## config.mk

```make
export PLATFORM = sky130hd
export DESIGN_NAME = cap_sense_scanner
export DESIGN_NICKNAME = d
export VERILOG_FILES = /design/src/rtl/cap_sense_scanner.sv
export SDC_FILE = /design/constraint.sdc
export NUM_CORES = 1
export LEC_CHECK = 0
export CORE_MARGIN = 2
export CORE_UTILIZATION = 45
export DETAILED_ROUTE_END_ITERATION = 10
export GPL_TIMING_DRIVEN = 0
export MAX_ROUTING_LAYER = met4
export PLACE_DENSITY = 0.71
export SYNTH_ARGS = -nofsm -noshare
export SYNTH_HDL_FRONTEND = slang
export SYNTH_SLANG_ARGS = --single-unit
```

## constraint.sdc

```tcl
create_clock -name clock -period 2.5 [get_ports clock]
set_input_delay 0.375 -clock clock [delete_from_list [all_inputs] [get_ports clock]]
set_output_delay 0.375 -clock clock [all_outputs]
set_load 0.03 [all_outputs]
```

## src/rtl/cap_sense_scanner.sv

```systemverilog
// ---------------------------------------------------------------------------
// cap_sense_scanner
//
// Purpose:
//   Scans nine capacitive touch pads that share one charge/discharge drive.
//   Each measurement has three phases:
//     1. The shared drive is held low for DISCHARGE_CYCLES cycles.
//     2. The drive is raised, and a charge counter runs. Each pad records the
//        count at which its synchronized input first reads high.
//     3. All nine results are published together with a one-cycle valid
//        strobe.
//   The scan then repeats with no idle cycles between measurements.
//
// Parameters:
//   DISCHARGE_CYCLES  cycles the drive is held low before each measurement (>= 2)
//   TIMEOUT           maximum charge count, 1..65535
//
// Ports:
//   clock                        system clock; all state changes on its rising edge
//   reset                        synchronous, active-high reset
//   capacitive_sensors_in[8:0]   raw asynchronous pad levels, one bit per channel
//   capacitive_sensors_out       shared charge (1) / discharge (0) drive
//   capacitive_sensor_readings   nine 32-bit lanes; lane i = bits [32i+31:32i]
//                                  [15:0] charge count, [30:16] zero,
//                                  [31] timeout flag
//   readings_valid               one-cycle pulse while a fresh set is shown
// ---------------------------------------------------------------------------
module cap_sense_scanner #(
  parameter int DISCHARGE_CYCLES = 1000,
  parameter int TIMEOUT          = 65535
) (
  input  logic         clock,
  input  logic         reset,
  input  logic [8:0]   capacitive_sensors_in,
  output logic         capacitive_sensors_out,
  output logic [287:0] capacitive_sensor_readings,
  output logic         readings_valid
);

  localparam int              DW          = (DISCHARGE_CYCLES > 1) ? $clog2(DISCHARGE_CYCLES) : 1;
  localparam logic [DW-1:0]   DIS_LAST    = DW'(DISCHARGE_CYCLES - 1);
  localparam logic [15:0]     TIMEOUT_VAL = 16'(TIMEOUT);

  typedef enum logic [1:0] {
    DISCHARGE,
    CHARGE,
    UPDATE
  } state_t;

  state_t         state;
  state_t         next_state;

  logic [8:0]     sync_meta;
  logic [8:0]     sync_in;
  logic [DW-1:0]  discharge_timer;
  logic [15:0]    charge_count;
  logic [8:0]     done;
  logic [15:0]    captured [9];

  logic           discharge_last;
  logic           at_timeout;
  logic           all_done_now;
  logic           end_of_charge;
  logic [8:0]     capture_now;
  logic [287:0]   final_readings;

  // Phase decisions and outputs, all derived from the registered state.
  // A channel counts as done in the cycle its synchronized input is seen
  // high, so the last channel completing exactly at TIMEOUT is reported as
  // a real reading rather than a timeout.
  always_comb begin
    next_state             = state;
    capacitive_sensors_out = 1'b0;
    readings_valid         = 1'b0;
    end_of_charge          = 1'b0;
    discharge_last         = (discharge_timer == DIS_LAST);
    at_timeout             = (charge_count == TIMEOUT_VAL);
    all_done_now           = &(done | sync_in);
    capture_now            = (state == CHARGE) ? (sync_in & ~done) : 9'd0;

    case (state)
      DISCHARGE: begin
        if (discharge_last) begin
          next_state = CHARGE;
        end
      end
      CHARGE: begin
        capacitive_sensors_out = 1'b1;
        if (all_done_now || at_timeout) begin
          next_state    = UPDATE;
          end_of_charge = 1'b1;
        end
      end
      UPDATE: begin
        readings_valid = 1'b1;
        next_state     = DISCHARGE;
      end
      default: begin
        next_state = DISCHARGE;
      end
    endcase
  end

  // Final lane values for the measurement that is ending this cycle.
  // A channel that was neither done earlier nor is high now can only be
  // here because the counter hit TIMEOUT, so it takes the counter value
  // (equal to TIMEOUT) and raises its timeout flag.
  always_comb begin
    final_readings = '0;
    for (int i = 0; i < 9; i++) begin
      final_readings[32*i +: 32] = {
        ~done[i] & ~sync_in[i],
        15'd0,
        done[i] ? captured[i] : charge_count
      };
    end
  end

  always_ff @(posedge clock) begin
    if (reset) begin
      state <= DISCHARGE;
    end else begin
      state <= next_state;
    end
  end

  // Two-flop synchronizer on the raw pad levels.
  always_ff @(posedge clock) begin
    if (reset) begin
      sync_meta <= '0;
      sync_in   <= '0;
    end else begin
      sync_meta <= capacitive_sensors_in;
      sync_in   <= sync_meta;
    end
  end

  always_ff @(posedge clock) begin
    if (reset) begin
      discharge_timer <= '0;
    end else if (state == DISCHARGE && !discharge_last) begin
      discharge_timer <= discharge_timer + DW'(1);
    end else begin
      discharge_timer <= '0;
    end
  end

  // Counter is 0 in the first CHARGE cycle. It stops advancing on the exit
  // cycle, so TIMEOUT=65535 never wraps.
  always_ff @(posedge clock) begin
    if (reset) begin
      charge_count <= '0;
    end else if (state == CHARGE && !end_of_charge) begin
      charge_count <= charge_count + 16'd1;
    end else begin
      charge_count <= '0;
    end
  end

  // Per-channel capture. Once a channel is done it ignores its input until
  // the next measurement.
  always_ff @(posedge clock) begin
    if (reset || state != CHARGE) begin
      done <= '0;
      for (int i = 0; i < 9; i++) begin
        captured[i] <= '0;
      end
    end else begin
      for (int i = 0; i < 9; i++) begin
        if (capture_now[i]) begin
          captured[i] <= charge_count;
          done[i]     <= 1'b1;
        end
      end
    end
  end

  // All lanes load on one edge, so the set is shown in the UPDATE cycle
  // together with readings_valid.
  always_ff @(posedge clock) begin
    if (reset) begin
      capacitive_sensor_readings <= '0;
    end else if (end_of_charge) begin
      capacitive_sensor_readings <= final_readings;
    end
  end

endmodule

```

**Word level (Yosys, flattened, before mapping)**

Memory sizes are Yosys's and may differ from the RTL's.
Index checks and enable logic that the tools add are counted.

- Bits of input ports: 11
- Register bits after elaboration: 208
- Memories: 1
- Word-level logic and storage cells: 132
- Output and inout bits: 290
- Memory bits (writable): 144

Memory list:

| memory | words | bits a word | rd ports | clocked after memory_dff | write ports | RTL line | source |
|---|---|---|---|---|---|---|---|
| captured | 9 | 16 | 9 | 0 | 9 | 58 | `logic [15:0] captured [9];` |

- Reductions and logical operators: 11
- Multiplexer cells: 55
- Bitwise logic cells: 41
- $add $sub $neg: 2
- Equal/unequal tests: 7

Operator list:

| operator | number |
|---|---|
| 16-bit 2-to-1 mux | 18 |
| 1-bit 2-to-1 mux | 33 |
| 1-bit inverter | 20 |
| 16-bit by 1-bit adder with 16-bit output (second input constant) | 1 |
| 16-bit == test (second input constant) | 1 |
| 10-bit by 1-bit adder with 10-bit output (second input constant) | 1 |
| 10-bit == test (second input constant) | 1 |
| 1-bit bitwise AND | 9 |
| 9-bit bitwise AND | 1 |
| 9-bit 2-to-1 mux | 1 |
| 9-bit inverter | 1 |
| 1-bit OR | 9 |
| 9-bit OR | 1 |
| 9-bit AND reduction | 1 |
| 2-bit 2-to-1 mux | 2 |
| 2-bit by 1-bit inequality test with 1-bit output (second input constant) | 2 |
| 2-bit one-hot mux with 2 select lines | 1 |
| 2-bit OR reduction | 2 |
| 2-bit by 1-bit == test with 1-bit output (second input constant) | 1 |
| 2-bit == test (second input constant) | 1 |
| 1-bit logical AND | 2 |
| 1-bit logical NOT | 2 |
| 2-bit logical NOT | 1 |
| 1-bit logical OR | 2 |
| 2 further kinds | 2 |

**Logic depth before layout (Yosys ltp)**

Gate-level depths: netlist (run 1).

- Depth in word-level cells: 9
- Mapped depth: 9

**Worst setup path before layout (run 1)**

Ideal clock, no wire load.

- Kind: register to register
- From: register state[0]
- To: memory captured[0][0], enable pin
- Library setup time: 0.364 ns
- Stages on the path, launching flop included: 6
- Path slack: 0.421 ns
- Arrival: 1.715 ns
- Cell sequence: dfxtp_1 nor2b_1 clkbuf_1 nor2b_1 clkbuf_1 nand2_1

RTL lines:

| item | RTL line | source |
|---|---|---|
| start: declaration | 50 | `state_t state;` |
| start signal: assignment | 123 | `state <= next_state;` |
| end: declaration | 58 |  |

==> results.sh, run 1 <==
export IMPL_synth_seq_cells=352
export IMPL_area_growth_pct=26.9
export IMPL_drt_iter0_drc=808
export IMPL_htreeDepth=2
export IMPL_vias=10475
export IMPL_slew_headroom_pct=33.1
export IMPL_finalCoreUtilization_pct=58.1
export IMPL_gp_congestion=0.944
export IMPL_synth_async_reset_ratio_pct=0
export IMPL_rsz0062_at_grt="yes"
export IMPL_worstSetupPathType="reg2reg"
export IMPL_yosysMostFrequentCell="dfxtp_1"
export IMPL_hpwl_mm=28.4
export IMPL_fin_crit_sh_pct=99.6
export IMPL_syn_inst=1238
export IMPL_vias_per_cell=5.13
export IMPL_worstSkewPairLatency_ns=0.52
export IMPL_die_area_mm2=0.0346
export IMPL_design_area_mm2=0.0189
export IMPL_dp_cells=1979
export IMPL_wl_met3_mm=3.39
export IMPL_max_freq_ghz=0.402
export IMPL_grt_max_degree=17
export IMPL_dp_slack_ns=-0.432
export IMPL_antenna_found_initial=0
export IMPL_port_buffers=165
export IMPL_status="finished clean"
export IMPL_min_path_type="in2reg"
export IMPL_grt_pass1_vias=9862
export IMPL_ctsHoldBuffers=0
export IMPL_route_layer_met1_wl_mm=17.1
export IMPL_maxUsedRoutingLayer="met4"
export IMPL_tightest_slew_ns=1.00
export IMPL_start_util_pct=45.8
export IMPL_die_y_um=186
export IMPL_start_kind="flop"
export IMPL_routed_wl_mm=41.3
export IMPL_numCtsBuffers=36
export IMPL_netlist_area_mm2=0.0149
export IMPL_setup_viol=0
export IMPL_track_usage_pct=23.9
export IMPL_syn_avg_cell_area_um2=12.0
export IMPL_fp_dieW_um=186
export IMPL_setup_tns_ns=0
export IMPL_cp_end_kind="flop"
export IMPL_ys_warn_count=0
export IMPL_power_density_mw_per_mm2=641
export IMPL_fill_cells=2723
export IMPL_synth_top_area_share_pct=29.0
export IMPL_core_area_mm2=0.0325
export IMPL_cp_arrival_ns=2.57
export IMPL_drtPass1Iterations=5
export IMPL_clock_sinks=352
export IMPL_synth_top_flop_cell="dfxtp_1"
export IMPL_report_final_slew_viol_count=0
export IMPL_hold_worst_slack_ns=0.416
export IMPL_drive_above_1_share_pct=20.8
export IMPL_final_cell_count_no_fill=2042
export IMPL_root_buffer="clkbuf_16"
export IMPL_synth_area_leaders="edfxtp_1 29%, dfxtp_1 28%, mux2i_1 9.7%, buf_4 7.5%, a211oi_2 5.9%"
export IMPL_ant_nets=0
export IMPL_power_leakage_nw=6.91
export IMPL_io_pins=301
export IMPL_grt_pass1_wl_mm=59.6
export IMPL_fin_crit_ns=2.49
export IMPL_wl_met2_mm=19.8
export IMPL_clock_path_buffers=3
export IMPL_crit_required_ns=2.58
export IMPL_drc_errors=0
export IMPL_row_count=66
export IMPL_cts_tree="yes"
export IMPL_placed_cell_area_mm2=0.0176
export IMPL_seq_area_mm2=0.00849
export IMPL_maxCapViolations=0
export IMPL_fin_total_pwr_mw=12.1
export IMPL_hold_viol=0
export IMPL_synth_largest_area_cell="edfxtp_1"
export IMPL_synth_enable_flop_cells=144
export IMPL_irDropWorstVdd_uv=348
export IMPL_skew_ns=0.0147
export IMPL_multi_input_comb_area_mm2=0.00531
export IMPL_synthTopCellsByCount="208 x dfxtp_1, 148 x buf_4, 146 x nor3_1, 144 x edfxtp_1, 144 x mux2i_1"
export IMPL_grt_ovfl_total=0
export IMPL_final_nets=1588
export IMPL_fin_ws_ns=0.0110
export IMPL_wire_per_inst_um=20.2
export IMPL_clkTransAtPathRegs_ns=0.06
export IMPL_ys_seq_area_share_pct=57.0
export IMPL_diodes=0
export IMPL_netlist_cell_type_count=38
export IMPL_crit_fanout=16
-- path summary, 6_finish.rpt --
check / from / end / slack (ns) / depth (start not counted)
worst min-delay path: capacitive_sensors_in[7] / sync_meta[7] / 0.42 / 2
worst max-delay path: state[0] / captured[0][135] / 0.01 / 5
worst min register to register: sync_meta[6] / sync_in[6] / 0.44 / 1
worst max register to register: state[0] / captured[0][135] / 0.01 / 5
-- kinds of logic (layout without fill, tap and decap cells) --
group	Yosys count	in the layout	synth area share, %
DFF	352	352	57.0
and+or+nand+nor	303	303	10.4
buffers and inverters	247	475	11.0
AOI/OAI and AO/OA	168	168	10.5
muxes	144	144	9.68
xor gates and xnor gates	21	21	1.24
adders and majority gates	2	2	0.168
other	1	135	0.0252
-- where the power goes --
group	internal, mW	leakage (nW)	switching, mW
clock network	3.41	0.608	2.19
logic	0.180	2.84	0.382
registers	5.95	3.46	0.00906
total	9.54	6.91	2.58
-- cell usage in the layout (no fill, tap or decap), types with 57 or more instances in the layout --
master / synthesis / layout
dfxtp_1: 208 / 208
clkdlybuf4s50_1: 0 / 164
buf_4: 148 / 148
nor3_1: 146 / 146
mux2i_1: 144 / 144
edfxtp_1: 144 / 144
conb_1: 1 / 135
a211oi_1: 74 / 74
a211oi_2: 70 / 70
clkbuf_1: 56 / 57
-- routing by layer --
| layer | track usage, % | vias to the layer above |
|---|---|---|
| li1 | - | 4905 |
| met5 | - | - |
| met3 | 3.85 | 82 |
| met4 | 7.34 | 0 |
| met2 | 39.4 | 511 |
| met1 | 30.4 | 4977 |
-- layout make-up --
type | count | share of cell area (%)
tap | 442 | 2.93
clock buffer | 51 | 5.67
inverter | 4 | 0.0794
timing repair buffer | 165 | 8.75
sequential | 352 | 44.9
multi-input combinational | 773 | 28.1
buffer | 243 | 8.64
clock inverter | 12 | 0.907
-- flip-flops by register name (all words and copies together) (netlist names) --
name	cells
captured	144
charge_count	16
capacitive_sensor_readings	153
state	2
done	9
sync_meta	9
discharge_timer	10
sync_in	9
-- worst max-delay path, cell delays in order, from the launching register on --
cell,delay (ns)
dfxtp_1,0.34
nor2b_1,0.14
clkbuf_1,0.33
nor2b_1,0.25
clkbuf_1,0.40
nand2_1,0.58
-- what timing repair did --
action                                  in CTS  in global routing
resized for setup                           12                 20
endpoints found under the hold margin        0                  0
pin swaps                                    0                  0
setup buffers                                0                  0
endpoints found under the setup margin     151                321
Power figures use the tool's default switching activity.
==> run 2, diff against run 1 <==
CELL_PAD_IN_SITES_DETAIL_PLACEMENT = 1   (was default)
CELL_PAD_IN_SITES_GLOBAL_PLACEMENT = 1   (was default)
CORE_ASPECT_RATIO = 1.2   (was default)
CORE_MARGIN = default   (was 2)
CORE_UTILIZATION = 41   (was 45)
PLACE_DENSITY = default   (was 0.71)
PLACE_DENSITY_LB_ADDON = 0.1   (was default)
==> run 2 against run 1 <==
  * The run now ends with negative setup slack left
  * Critical endpoint is now captured[0][43]
  * Critical path depth is the same
  * Core utilization fell by 5.4 points
  * Clock power fell by 3.8%
  * Power decreased by 1.7%
  * Clock-buffer cell count up 5
  * Register-to-register slack worse by 0.04 ns
==> results.sh, run 2 (synthesized netlist as in run 1, its figures left out) <==
export IMPL_worstSkewPairLatency_ns=0.54
export IMPL_hold_depth=2
export IMPL_clkTransAtPathRegs_ns=0.06
export IMPL_status="finished, violations left"
export IMPL_cell_internal_pwr_mw=9.23
export IMPL_crit_required_ns=2.59
export IMPL_maxCapViolations=0
export IMPL_cts_tree="yes"
export IMPL_drive_above_1_share_pct=21.1
export IMPL_diodes=0
export IMPL_power_leakage_nw=6.90
export IMPL_htreeDepth=2
export IMPL_die_area_mm2=0.0371
export IMPL_hold_start="capacitive_sensors_in[4]"
export IMPL_area_growth_pct=26.9
export IMPL_crit_fanout=16
export IMPL_ctsHoldBuffers=0
export IMPL_largest_register_ff_count=153
export IMPL_hpwl_mm=30.0
export IMPL_die_y_um=211
export IMPL_dp_cells=2005
export IMPL_numCtsBuffers=37
export IMPL_power_share_clock_pct=45.3
export IMPL_final_cell_count_no_fill=2073
export IMPL_antenna_found_initial=0
export IMPL_grt_ovfl_total=0
export IMPL_cp_arrival_ns=2.62
export IMPL_fin_ws_ns=-0.0274
export IMPL_final_nets=1589
export IMPL_irDropWorstVdd_uv=322
export IMPL_swShare_pct=22.6
export IMPL_start_kind="flop"
export IMPL_finalCoreUtilization_pct=52.7
export IMPL_final_common_cell="dfxtp_1"
export IMPL_max_freq_ghz=0.396
export IMPL_worstSetupPathType="reg2reg"
export IMPL_drt_iter0_drc=685
export IMPL_vias=10398
export IMPL_hold_worst_slack_ns=0.390
export IMPL_row_count=76
export IMPL_rr_endpoint="captured[0][43]"
export IMPL_critPathMaxStageDelay_ns=0.61
export IMPL_clock_sinks=352
export IMPL_fp_dieW_um=176
export IMPL_io_pins=301
export IMPL_final_cell_mix="208 x dfxtp_1, 164 x clkdlybuf4s50_1, 148 x buf_4, 146 x nor3_1"
export IMPL_ant_nets=0
export IMPL_grt_pass1_vias=10311
export IMPL_r2r_start="state[0]"
export IMPL_skew_ns=0.0178
export IMPL_fill_cells=3859
export IMPL_reg2reg_depth=5
export IMPL_combPwrFrac_pct=4.8
export IMPL_rrSetupSlack_ns=-0.03
export IMPL_violations="negative setup slack"
export IMPL_p_switching_mw=2.69
export IMPL_min_path_type="in2reg"
export IMPL_slowest_stage="nand2_1"
export IMPL_grt_max_degree=17
export IMPL_hold_viol=0
export IMPL_vias_per_cell=5.02
export IMPL_power_density_mw_per_mm2=630
export IMPL_top_regs="capacitive_sensor_readings (153), captured (144), charge_count (16)"
export IMPL_tightest_slew_ns=1.07
export IMPL_rsz0062_at_grt="yes"
export IMPL_setup_viol=51
export IMPL_port_buffers=165
export IMPL_cp_end_kind="flop"
export IMPL_fin_total_pwr_mw=11.9
export IMPL_report_final_slew_viol_count=0
export IMPL_gp_congestion=0.824
export IMPL_root_buffer="clkbuf_16"
export IMPL_grt_pass1_wl_mm=64.8
export IMPL_path_cells="nor2b_1, clkbuf_1, nor2b_1, clkbuf_1, nand2_1"
export IMPL_fin_crit_sh_pct=101
export IMPL_drc_errors=0
export IMPL_whs_endpoint="sync_meta[4]"
export IMPL_seq_power_share_pct=50.0
export IMPL_start_util_pct=41.5
export IMPL_routed_wl_mm=44.3
export IMPL_fin_crit_ns=2.53
export IMPL_regMostFlops="capacitive_sensor_readings"
export IMPL_slew_headroom_pct=28.4
export IMPL_track_usage_pct=24.3
export IMPL_drtPass1Iterations=7
export IMPL_clock_path_buffers=3
export IMPL_wire_per_inst_um=21.4
export IMPL_core_area_mm2=0.0358
[run 2: changes by cell type in the layout (fill, tap and decap cells not counted), sizes merged]
cell	before	now
clkbuf	107	111
clkinvlp	0	2
clkinv	7	9
bufinv	4	0
buf	187	188
[run 2: layout make-up]
type,instances,area (um2),share of cell area (%)
sequential,352,8490,44.9
multi-input combinational,773,5330,28.2
inverter,4,15.0,0.0794
clock inverter,12,63.8,0.338
tap,468,586,3.10
timing repair buffer,166,1660,8.79
clock buffer,56,1120,5.93
buffer,242,1640,8.65
[run 2: per-layer routing]
layer	part of all wire, %	up-vias	track usage [%]
met5	0	-	-
met4	2.0	0	6.24
met3	5.4	69	3.38
met2	50	321	41.4
met1	42	5120	30.2
li1	-	4888	-
[run 2: through the flow]
step	area, um2	setup slack (ns)	TNS, ns
5_1_grt	18900	-0.188	-17.47
4_1_cts	18800	-0.0302	-0.810
3_5_place_dp	17600	-0.812	-162.41
6_report	18900	-0.0274	-0.746
2_1_floorplan	15400	0.421	0
3_3_place_gp	17600	-0.767	-145.84
[run 2: critical path: cells and delay by family, from the launching register on]
family	cells	cell delay (ns)
simple gates	3	1.00
flops	1	0.34
buf+inv	2	0.74
[run 2: power groups by stage]
stage | logic [mW] | clock network (mW) | registers (mW)
floorplan | 0.504 | 0 | 6.08
global placement | 0.551 | 0 | 6.08
detailed placement | 0.552 | 0 | 6.08
CTS | 0.553 | 5.47 | 5.95
global route | 0.602 | 5.69 | 5.95
finish | 0.567 | 5.39 | 5.95
[run 2: timing repair]
item                                    CTS  global route
setup buffers                             0             1
endpoints found under the setup margin  266           381
gates resized for setup                  15            23
[run 2: worst max path at each step]
| stage | startpoint | end | slack, ns | cells after the start |
|---|---|---|---|---|
| global placement | reset | capacitive_sensor_readings[11] | -0.77 | 5 |
| CTS | state[0] | captured[0][24] | -0.03 | 5 |
| floorplan | state[0] | captured[0][0] | 0.42 | 5 |
| finish | state[0] | captured[0][43] | -0.03 | 5 |
| global route | state[0] | captured[0][24] | -0.19 | 5 |
| detailed placement | reset | capacitive_sensor_readings[35] | -0.81 | 5 |
==> run 3, diff against run 2 <==
SLEW_MARGIN = 20   (was default)
==> results of run 3 <==
No change in the layout: final DEF, timing and power equal those of run 2.
==> variant: new RTL, config.mk and constraints of run 2 <==
Set the parameter `DISCHARGE_CYCLES` to 4000 (it was 1000).
--- a/src/rtl/cap_sense_scanner.sv
+++ b/src/rtl/cap_sense_scanner.sv
@@ -26,7 +26,7 @@
 //   readings_valid               one-cycle pulse while a fresh set is shown
 // ---------------------------------------------------------------------------
 module cap_sense_scanner #(
-  parameter int DISCHARGE_CYCLES = 1000,
+  parameter int DISCHARGE_CYCLES = 4000,
   parameter int TIMEOUT          = 65535
 ) (
   input  logic         clock,
Behaviour: same outputs for any inputs over 4 cycles, from zero or initial values and one cycle with reset high; that may be too few to reach the edited logic, so the function may still have changed.
==> variant against run 2 <==
Non-clock buffer count is 4 higher. Setup slack lost 0.0027 ns. Utilization increased by 1.1 points. Total power is 4.7% higher. Sequential cell count is 2 higher. Via count is 3.4% higher. The run still ends with negative setup slack left. Synthesized area shrank 2.3%. Design area down 0.68%. Routed wire length grew 4.5%.
==> variant: results (changes against run 2) <==
[power_and_ir_drop]
swShare_pct=22.3  ; -0.31 points
p_clk_share_pct=47.4  ; +2.1 points
cellLeakagePower_nw=6.89  ; -0.17%
p_int_mw=9.70  ; +5.1%
ir_drop_mv=0.425  ; +32%
seqPwrFrac_pct=48.0  ; -2.0 points

[critical_path]
cp.arrival_ns=2.74  ; +0.12 ns
cp_max_fo=10  ; -6

[placed_design]
dpl_cell_area_mm2=0.0173  ; -2.0%
gp_congestion=0.826  ; +0.29%
hpwl_um=30600  ; +1.8%
placed_cells_incl_taps=2020  ; +0.75%

[final_layout]
nNonClkBuffers=412  ; +0.98%
multiInputGateArea_mm2=0.00510  ; -4.3%
seq_share_pct=45.4  ; +0.53 points
drive_above_1_share_pct=16.7  ; -4.4 points
clock_buffers=51  ; -8.9%
non_clock_inverter_count=2  ; -2
fin_nets=1614  ; +1.6%
fin_util_pct=53.8  ; +1.1 points

[status]
outcome=finished, violations left
violations=negative setup slack

[yosys]
synth_cell_types=36  ; -5.3%
synth_commonest_cells=dfxtp_1, nor3_1, a211oi_1, edfxtp_1, mux2i_1

[detailed_routing]
wirelength_um=46300  ; +4.5%
routedWlPerCell_um=22.1  ; +3.5%
vias_per_cell=5.14  ; +2.5%

[clocking]
cts_resized=28  ; +13
cts_setup_buffers=4  ; +4

[sta]
tns_ns=-0.246  ; +0.500 ns
tightest_slew_ns=1.20  ; +0.126 ns
fin_skew_ns=0.0215  ; +0.00371 ns
fin_ws_ns=-0.0300  ; -0.00268 ns
setup_viol=14  ; -73%

[grt]
track_usage_pct=26.1  ; +1.8 points
grt_pass1_vias=10700  ; +4.2%
grtUsageMet3_pct=3.55  ; +0.16 points
grtUsageMet2_pct=42.4  ; +0.95 points

==> variant: path summary, 6_finish.rpt <==
kind / from / end
max reg2reg: charge_count[2]$_SDFF_PP0_ / captured[0][66]$_DFFE_PP_
min: capacitive_sensors_in[3] / sync_meta[3]$_SDFF_PP0_
max: charge_count[2]$_SDFF_PP0_ / captured[0][66]$_DFFE_PP_
min reg2reg: sync_meta[2]$_SDFF_PP0_ / sync_in[2]$_SDFF_PP0_
==> variant: kinds of logic (layout without fill, tap and decap cells) <==
kind of cell / count (synthesis) / after routing / share of synthesized area, %
compound gates: 169 / 169 / 8.37
xor+xnor: 23 / 23 / 1.38
mux: 144 / 144 / 9.91
fa+ha+maj: 2 / 2 / 0.172
simple gates: 321 / 321 / 11.2
other cells: 1 / 135 / 0.0258
buf+inv: 245 / 482 / 10.3
flops: 354 / 354 / 58.6
==> variant: worst max-delay path: stages (launching register included) <==
cell	delay, ns
dfxtp_1	0.31
clkbuf_2	0.18
clkbuf_1	0.86
and2_1	0.83
